**src/rtl/arm_microsequencer_if.sv**
```systemverilog
// Bundles the control-word, status and handshake signals that flow between
// the microsequencer and the rest of the microprogrammed control unit.
interface arm_microsequencer_if;
  logic [2:0] ms_sel;
  logic [6:0] cr_addr;
  logic [6:0] enc_state;
  logic       cond_true;
  logic       moc;
  logic       irq;
  logic [6:0] cs_addr;
  logic [6:0] ret_addr;
  logic       irq_ack;
  logic       mem_fault;

  modport master (
    output ms_sel, cr_addr, enc_state, cond_true, moc, irq,
    input  cs_addr, ret_addr, irq_ack, mem_fault
  );

  modport slave (
    input  ms_sel, cr_addr, enc_state, cond_true, moc, irq,
    output cs_addr, ret_addr, irq_ack, mem_fault
  );
endinterface

```
**src/rtl/arm_microsequencer.sv**
```systemverilog
// Next-address sequencer for the microprogrammed ARM control unit: picks the
// next control-store address from increment/jump/decode/branch/wait/call/fetch.
module arm_microsequencer #(
  parameter logic [6:0] RESET_ADDR  = 7'd0,
  parameter logic [6:0] FETCH_ADDR  = 7'd1,
  parameter logic [6:0] IRQ_ADDR    = 7'd120,
  parameter logic [6:0] FAULT_ADDR  = 7'd127,
  parameter int         MOC_TIMEOUT = 16
) (
  input  logic                 clk,
  input  logic                 reset,
  arm_microsequencer_if.slave  bus
);

  typedef enum logic [2:0] {
    ModeInc     = 3'd0,
    ModeJump    = 3'd1,
    ModeDecode  = 3'd2,
    ModeCbr     = 3'd3,
    ModeWaitMoc = 3'd4,
    ModeCall    = 3'd5,
    ModeRet     = 3'd6,
    ModeFetch   = 3'd7
  } msMode;

  localparam logic [7:0] WaitLast = 8'(MOC_TIMEOUT - 1);

  logic [6:0] csAddrReg, csAddrNext;
  logic [6:0] retAddrReg, retAddrNext;
  logic [7:0] waitCntReg, waitCntNext;
  logic       irqPendingReg, irqPendingNext;
  logic       irqAckReg, irqAckNext;
  logic       memFaultReg, memFaultNext;
  logic [6:0] csAddrInc;

  assign csAddrInc = csAddrReg + 7'd1;

  always_ff @(posedge clk) begin
    if (reset) begin
      csAddrReg     <= RESET_ADDR;
      retAddrReg    <= 7'd0;
      waitCntReg    <= 8'd0;
      irqPendingReg <= 1'b0;
      irqAckReg     <= 1'b0;
      memFaultReg   <= 1'b0;
    end else begin
      csAddrReg     <= csAddrNext;
      retAddrReg    <= retAddrNext;
      waitCntReg    <= waitCntNext;
      irqPendingReg <= irqPendingNext;
      irqAckReg     <= irqAckNext;
      memFaultReg   <= memFaultNext;
    end
  end

  always_comb begin
    csAddrNext     = csAddrReg;
    retAddrNext    = retAddrReg;
    waitCntNext    = 8'd0;
    irqPendingNext = irqPendingReg | bus.irq;
    irqAckNext     = 1'b0;
    memFaultNext   = memFaultReg;

    case (bus.ms_sel)
      ModeInc:    csAddrNext = csAddrInc;
      ModeJump:   csAddrNext = bus.cr_addr;
      ModeDecode: csAddrNext = bus.cond_true ? bus.enc_state : FETCH_ADDR;
      ModeCbr:    csAddrNext = bus.cond_true ? bus.cr_addr : csAddrInc;
      ModeWaitMoc: begin
        if (bus.moc) begin
          csAddrNext = csAddrInc;
        end else if (waitCntReg < WaitLast) begin
          waitCntNext = waitCntReg + 8'd1;
        end else begin
          csAddrNext   = FAULT_ADDR;
          memFaultNext = 1'b1;
        end
      end
      ModeCall: begin
        retAddrNext = csAddrInc;
        csAddrNext  = bus.cr_addr;
      end
      ModeRet:    csAddrNext = retAddrReg;
      ModeFetch: begin
        // A request arriving in the entry cycle is absorbed by this entry.
        if (irqPendingReg) begin
          csAddrNext     = IRQ_ADDR;
          irqAckNext     = 1'b1;
          irqPendingNext = 1'b0;
        end else begin
          csAddrNext = FETCH_ADDR;
        end
      end
      default: csAddrNext = csAddrReg;
    endcase
  end

  assign bus.cs_addr   = csAddrReg;
  assign bus.ret_addr  = retAddrReg;
  assign bus.irq_ack   = irqAckReg;
  assign bus.mem_fault = memFaultReg;

endmodule
```
**src/flat_wrapper.sv**
```systemverilog
// flat-port wrapper written by rule: the top's interface ports become plain ports
module arm_microsequencer_flat 
#(
  parameter logic [6:0] RESET_ADDR  = 7'd0,
  parameter logic [6:0] FETCH_ADDR  = 7'd1,
  parameter logic [6:0] IRQ_ADDR    = 7'd120,
  parameter logic [6:0] FAULT_ADDR  = 7'd127,
  parameter int         MOC_TIMEOUT = 16
)
  (clk, reset, bus_ms_sel, bus_cr_addr, bus_enc_state, bus_cond_true, bus_moc, bus_irq, bus_cs_addr, bus_ret_addr, bus_irq_ack, bus_mem_fault);
  arm_microsequencer_if bus_i ();
  input  logic clk;
  input  logic reset;
  input wire logic [$bits(bus_i.ms_sel)-1:0] bus_ms_sel;
  input wire logic [$bits(bus_i.cr_addr)-1:0] bus_cr_addr;
  input wire logic [$bits(bus_i.enc_state)-1:0] bus_enc_state;
  input wire logic [$bits(bus_i.cond_true)-1:0] bus_cond_true;
  input wire logic [$bits(bus_i.moc)-1:0] bus_moc;
  input wire logic [$bits(bus_i.irq)-1:0] bus_irq;
  output wire logic [$bits(bus_i.cs_addr)-1:0] bus_cs_addr;
  output wire logic [$bits(bus_i.ret_addr)-1:0] bus_ret_addr;
  output wire logic [$bits(bus_i.irq_ack)-1:0] bus_irq_ack;
  output wire logic [$bits(bus_i.mem_fault)-1:0] bus_mem_fault;
  assign bus_i.ms_sel = bus_ms_sel;
  assign bus_i.cr_addr = bus_cr_addr;
  assign bus_i.enc_state = bus_enc_state;
  assign bus_i.cond_true = bus_cond_true;
  assign bus_i.moc = bus_moc;
  assign bus_i.irq = bus_irq;
  assign bus_cs_addr = bus_i.cs_addr;
  assign bus_ret_addr = bus_i.ret_addr;
  assign bus_irq_ack = bus_i.irq_ack;
  assign bus_mem_fault = bus_i.mem_fault;
  arm_microsequencer #(.RESET_ADDR(RESET_ADDR), .FETCH_ADDR(FETCH_ADDR), .IRQ_ADDR(IRQ_ADDR), .FAULT_ADDR(FAULT_ADDR), .MOC_TIMEOUT(MOC_TIMEOUT)) u_core (.clk(clk), .reset(reset), .bus(bus_i));
endmodule
```
**config.mk**
```make
export PLATFORM = sky130hd
export DESIGN_NAME = arm_microsequencer_flat
export DESIGN_NICKNAME = d
export VERILOG_FILES = /design/src/rtl/arm_microsequencer_if.sv /design/src/rtl/arm_microsequencer.sv /design/src/flat_wrapper.sv
export SDC_FILE = /design/constraint.sdc
export NUM_CORES = 1
export LEC_CHECK = 0
export ABC_AREA = 1
export CAP_MARGIN = 0
export CORE_MARGIN = 3
export CORE_UTILIZATION = 52
export DETAILED_ROUTE_END_ITERATION = 10
export GPL_TIMING_DRIVEN = 0
export PLACE_DENSITY = 0.95
export SLEW_MARGIN = 20
export SYNTH_ARGS = -nofsm -noshare
export SYNTH_HDL_FRONTEND = slang
export SYNTH_SLANG_ARGS = --single-unit
```
**constraint.sdc**
```tcl
create_clock -name clk -period 2.7 [get_ports clk]
set_input_delay 0.81 -clock clk [delete_from_list [all_inputs] [get_ports clk]]
set_output_delay 0.81 -clock clk [all_outputs]
set_load 0.02 [all_outputs]
```
==> results by group <==
Power and ir drop
  – Sw power: 232 uW
  – Static leakage: 0.000894 uW
  – VDD IR-drop max: 0.000428 V
  – Pwr/cell area: 410 nW/um^2
  – Pint: 535 uW
  – Clk pwr share: 23.1%
  – Seq pwr share: 52.6%
  – Comb power frac: 24.3%
  – Final Power: 767 uW
  – Switching share of power: 30.3%

Flow run
  – Max-cap violation count: 0

Yosys
  – Seq/Total Area, Yosys: 34.7%
  – Ys Warns: 0
  – Post-synth EDFFs: 0
  – Synthesized flop and latch total: 25
  – Mapped Area: 1440 um^2
  – Main combinational cell family by area after synthesis: simple AND/OR/NAND/NOR gates
  – Synth Area in Adders: 1.74%
  – XOR/XNOR share of the synthesized area: 1.22%
  – Yosys cell types: 27
  – Async S/R FF share, synth: 0%
  – Mux contribution to synthesized area: 0%
  – Simple-gate share of the synthesized area: 37.6%
  – Cells after Synth: 228
  – Main synth FF type: dfxtp_1
  – Syn avg cell area: 6.32 um^2
  – Synth Area in Compound Gates: 12.7%

Setup path
  – Crit path max-delay family: buffers and inverters
  – Crit-path max FO: 7
  – CP startpoint kind: flip-flop
  – Crit path kind: reg2out
  – WP data required: 1890 ps
  – Critical Path AT: 1430 ps
  – R2R Path Start: u_core.bus.cs_addr[0]
  – Register-to-Register Path Depth: 7
  – R2R Path End: u_core.bus.ret_addr[6]
  – Largest stage delay, worst path: 650 ps
  – Slowest CP cell: clkdlybuf4s50_1
  – CP Buf/Inv Count: 1
  – Cell chain of the critical path: clkdlybuf4s50_1
  – R2r setup slk: 1180 ps
  – CP Capture Type: primary output

Drt
  – DRC: 0
  – Final WL: 3.34 mm
  – Initial drt markers: 89
  – Via Count: 1,506
  – Pre-Repair DR Iteration Count: 4
  – Number of vias per cell: 5.02
  – Antenna Nets Post-Route: 0
  – Wire per inst: 11.1 um

Timing
  – Unrepaired setup endpoints after global routing: no
  – Max Freq: 0.446 GHz
  – Fin. max-slew vios: 0
  – Sum Neg Setup Slack: 0 ps
  – Post-layout min period: 2240 ps
  – Clock Skews: 5.17 ps
  – Endpoints failing setup: 0
  – Fin. Hold Viols: 0
  – Fin crit share: 83.0%
  – Fin worst setup slack: 459 ps

Layout
  – Most common cell after layout, fill and taps aside: nand2_1
  – Antenna Cells: 0
  – Register area: 500 um^2
  – Most frequent cells in the layout: nand2_1, nor2_1, clkdlybuf4s50_1
  – Synth-to-Final Area Change: 29.9%
  – Area of the multi-input gates: 782 um^2
  – Nets@finish: 295
  – Share of layout cells above drive strength 1: 6.30%
  – Fin cells: 300
  – Fillers: 221

CTS
  – Worst-skew pair later-pin latency: 330 ps
  – Hold_buf cts: 0
  – Reg clk slew, reported paths: 140 ps
  – CTS buffer count: 3
  – Postcts setup bufs: 0
  – H-tree level count: 1
  – Clk root buf: clkbuf_4
  – Post-CTS Resized: 0
  – CTS tree: built
  – Num Clock Sinks: 25
  – Clock Tree Buf Depth: 2

Outcome
  – Status: finished clean

Placed design
  – DP HPWL: 2.58 mm
  – Pre-CTS setup slack: 362 ps
  – Placed insts: 296
  – Port Buffers: 35
  – RePlAce Congestion: 0.910

Floorplan
  – Row Count: 18
  – Die area: 3440 um^2
  – Starting Density: 56.6%
  – Vert. Die Dim: 58.7 um
  – Die width: 58.7 um
  – Core Region: 2540 um^2
  – I/O pin cnt: 38

Global route
  – Number of global-route vias before repair: 1,398
  – Initial antenna violation count: 0
  – GR Util All Layers: 21.4%
  – First-pass GRT wire length: 5.72 mm
  – Global route overflow: 0
  – Largest net degree at the start of global routing: 17

Min path
  – WHS Endpoint: u_core.waitCntReg[0]
  – Hold-critical path depth: 1
  – HP Start: u_core.waitCntReg[0]
  – Hold crit path type: reg2reg
## layer usage
metal / GRT usage (%) / share of wire (%)
met4: 10.7 / 2.2
met3: 2.19 / 6.6
met1: 29.0 / 47
met2: 33.8 / 44
met5: 0 / 0
## cells in the mapped netlist, types with 3 or more instances
cell | number | share of area (%)
inv_1 | 29 | 7.6
o21ai_0 | 20 | 6.9
nand4_1 | 4 | 1.7
o21ai_1 | 5 | 1.7
a21oi_1 | 8 | 2.8
nand2_2 | 3 | 1.3
dfxtp_1 | 25 | 35
nand3_1 | 12 | 4.2
nand2_1 | 63 | 16
nor2_1 | 36 | 9.4
buf_6 | 3 | 2.3
## how the worst max path moves through the flow
stage	start	endpoint	cells past startpoint
global route	u_core.bus.cs_addr[0]	bus_cs_addr[0]	1
finish	u_core.bus.cs_addr[0]	bus_cs_addr[0]	1
floorplan	bus_ms_sel[1]	u_core.bus.cs_addr[3]	8
global placement	bus_ms_sel[0]	u_core.bus.cs_addr[2]	10
CTS	u_core.bus.cs_addr[0]	bus_cs_addr[0]	1
detailed placement	bus_ms_sel[0]	u_core.bus.cs_addr[6]	8
## cell families (layout without fill, tap and decap cells)
| kind of cell | after synthesis | after routing |
|---|---|---|
| simple gates | 125 | 125 |
| buf+inv | 38 | 77 |
| compound gates | 35 | 35 |
| flops | 25 | 25 |
| fa+ha+maj | 2 | 2 |
| xor+xnor | 2 | 2 |
| other cells | 1 | 4 |
## stage by stage
stage / hold WS (ps) / cell area (um^2) / utilization [%]
after floorplan: 418 / 1450 / -
after global placement: 432 / 1840 / 72.3
after detailed placement: 437 / 1840 / 72.3
after CTS: 456 / 1870 / 73.5
after global routing: 495 / 1870 / 73.5
final: 458 / 1870 / 73.5
## registers in the layout, indices dropped and copies added, names as in the netlist
signal                flops
u_core.irqPendingReg      1
u_core.bus.ret_addr       7
u_core.waitCntReg         8
u_core.bus.cs_addr        7
u_core.bus.mem_fault      1
u_core.bus.irq_ack        1
## power groups by stage
stage | combinational, uW | sequential [uW] | clock, uW
6_report | 186 | 403 | 177
3_3_place_gp | 183 | 411 | 0
3_5_place_dp | 185 | 412 | 0
5_1_grt | 208 | 407 | 196
4_1_cts | 186 | 404 | 184
2_1_floorplan | 87.2 | 427 | 0
## cell type report
cell class | count | share of cell area, %
Multi-Input combinational cell | 168 | 41.8
Buffer | 7 | 2.87
Tap cell | 30 | 2.01
Clock inverter | 1 | 0.468
Timing Repair Buffer | 35 | 18.7
Inverter | 31 | 6.22
Sequential cell | 25 | 26.7
Clock buffer | 3 | 1.20
No activity file was read; power rests on OpenSTA's default activity.
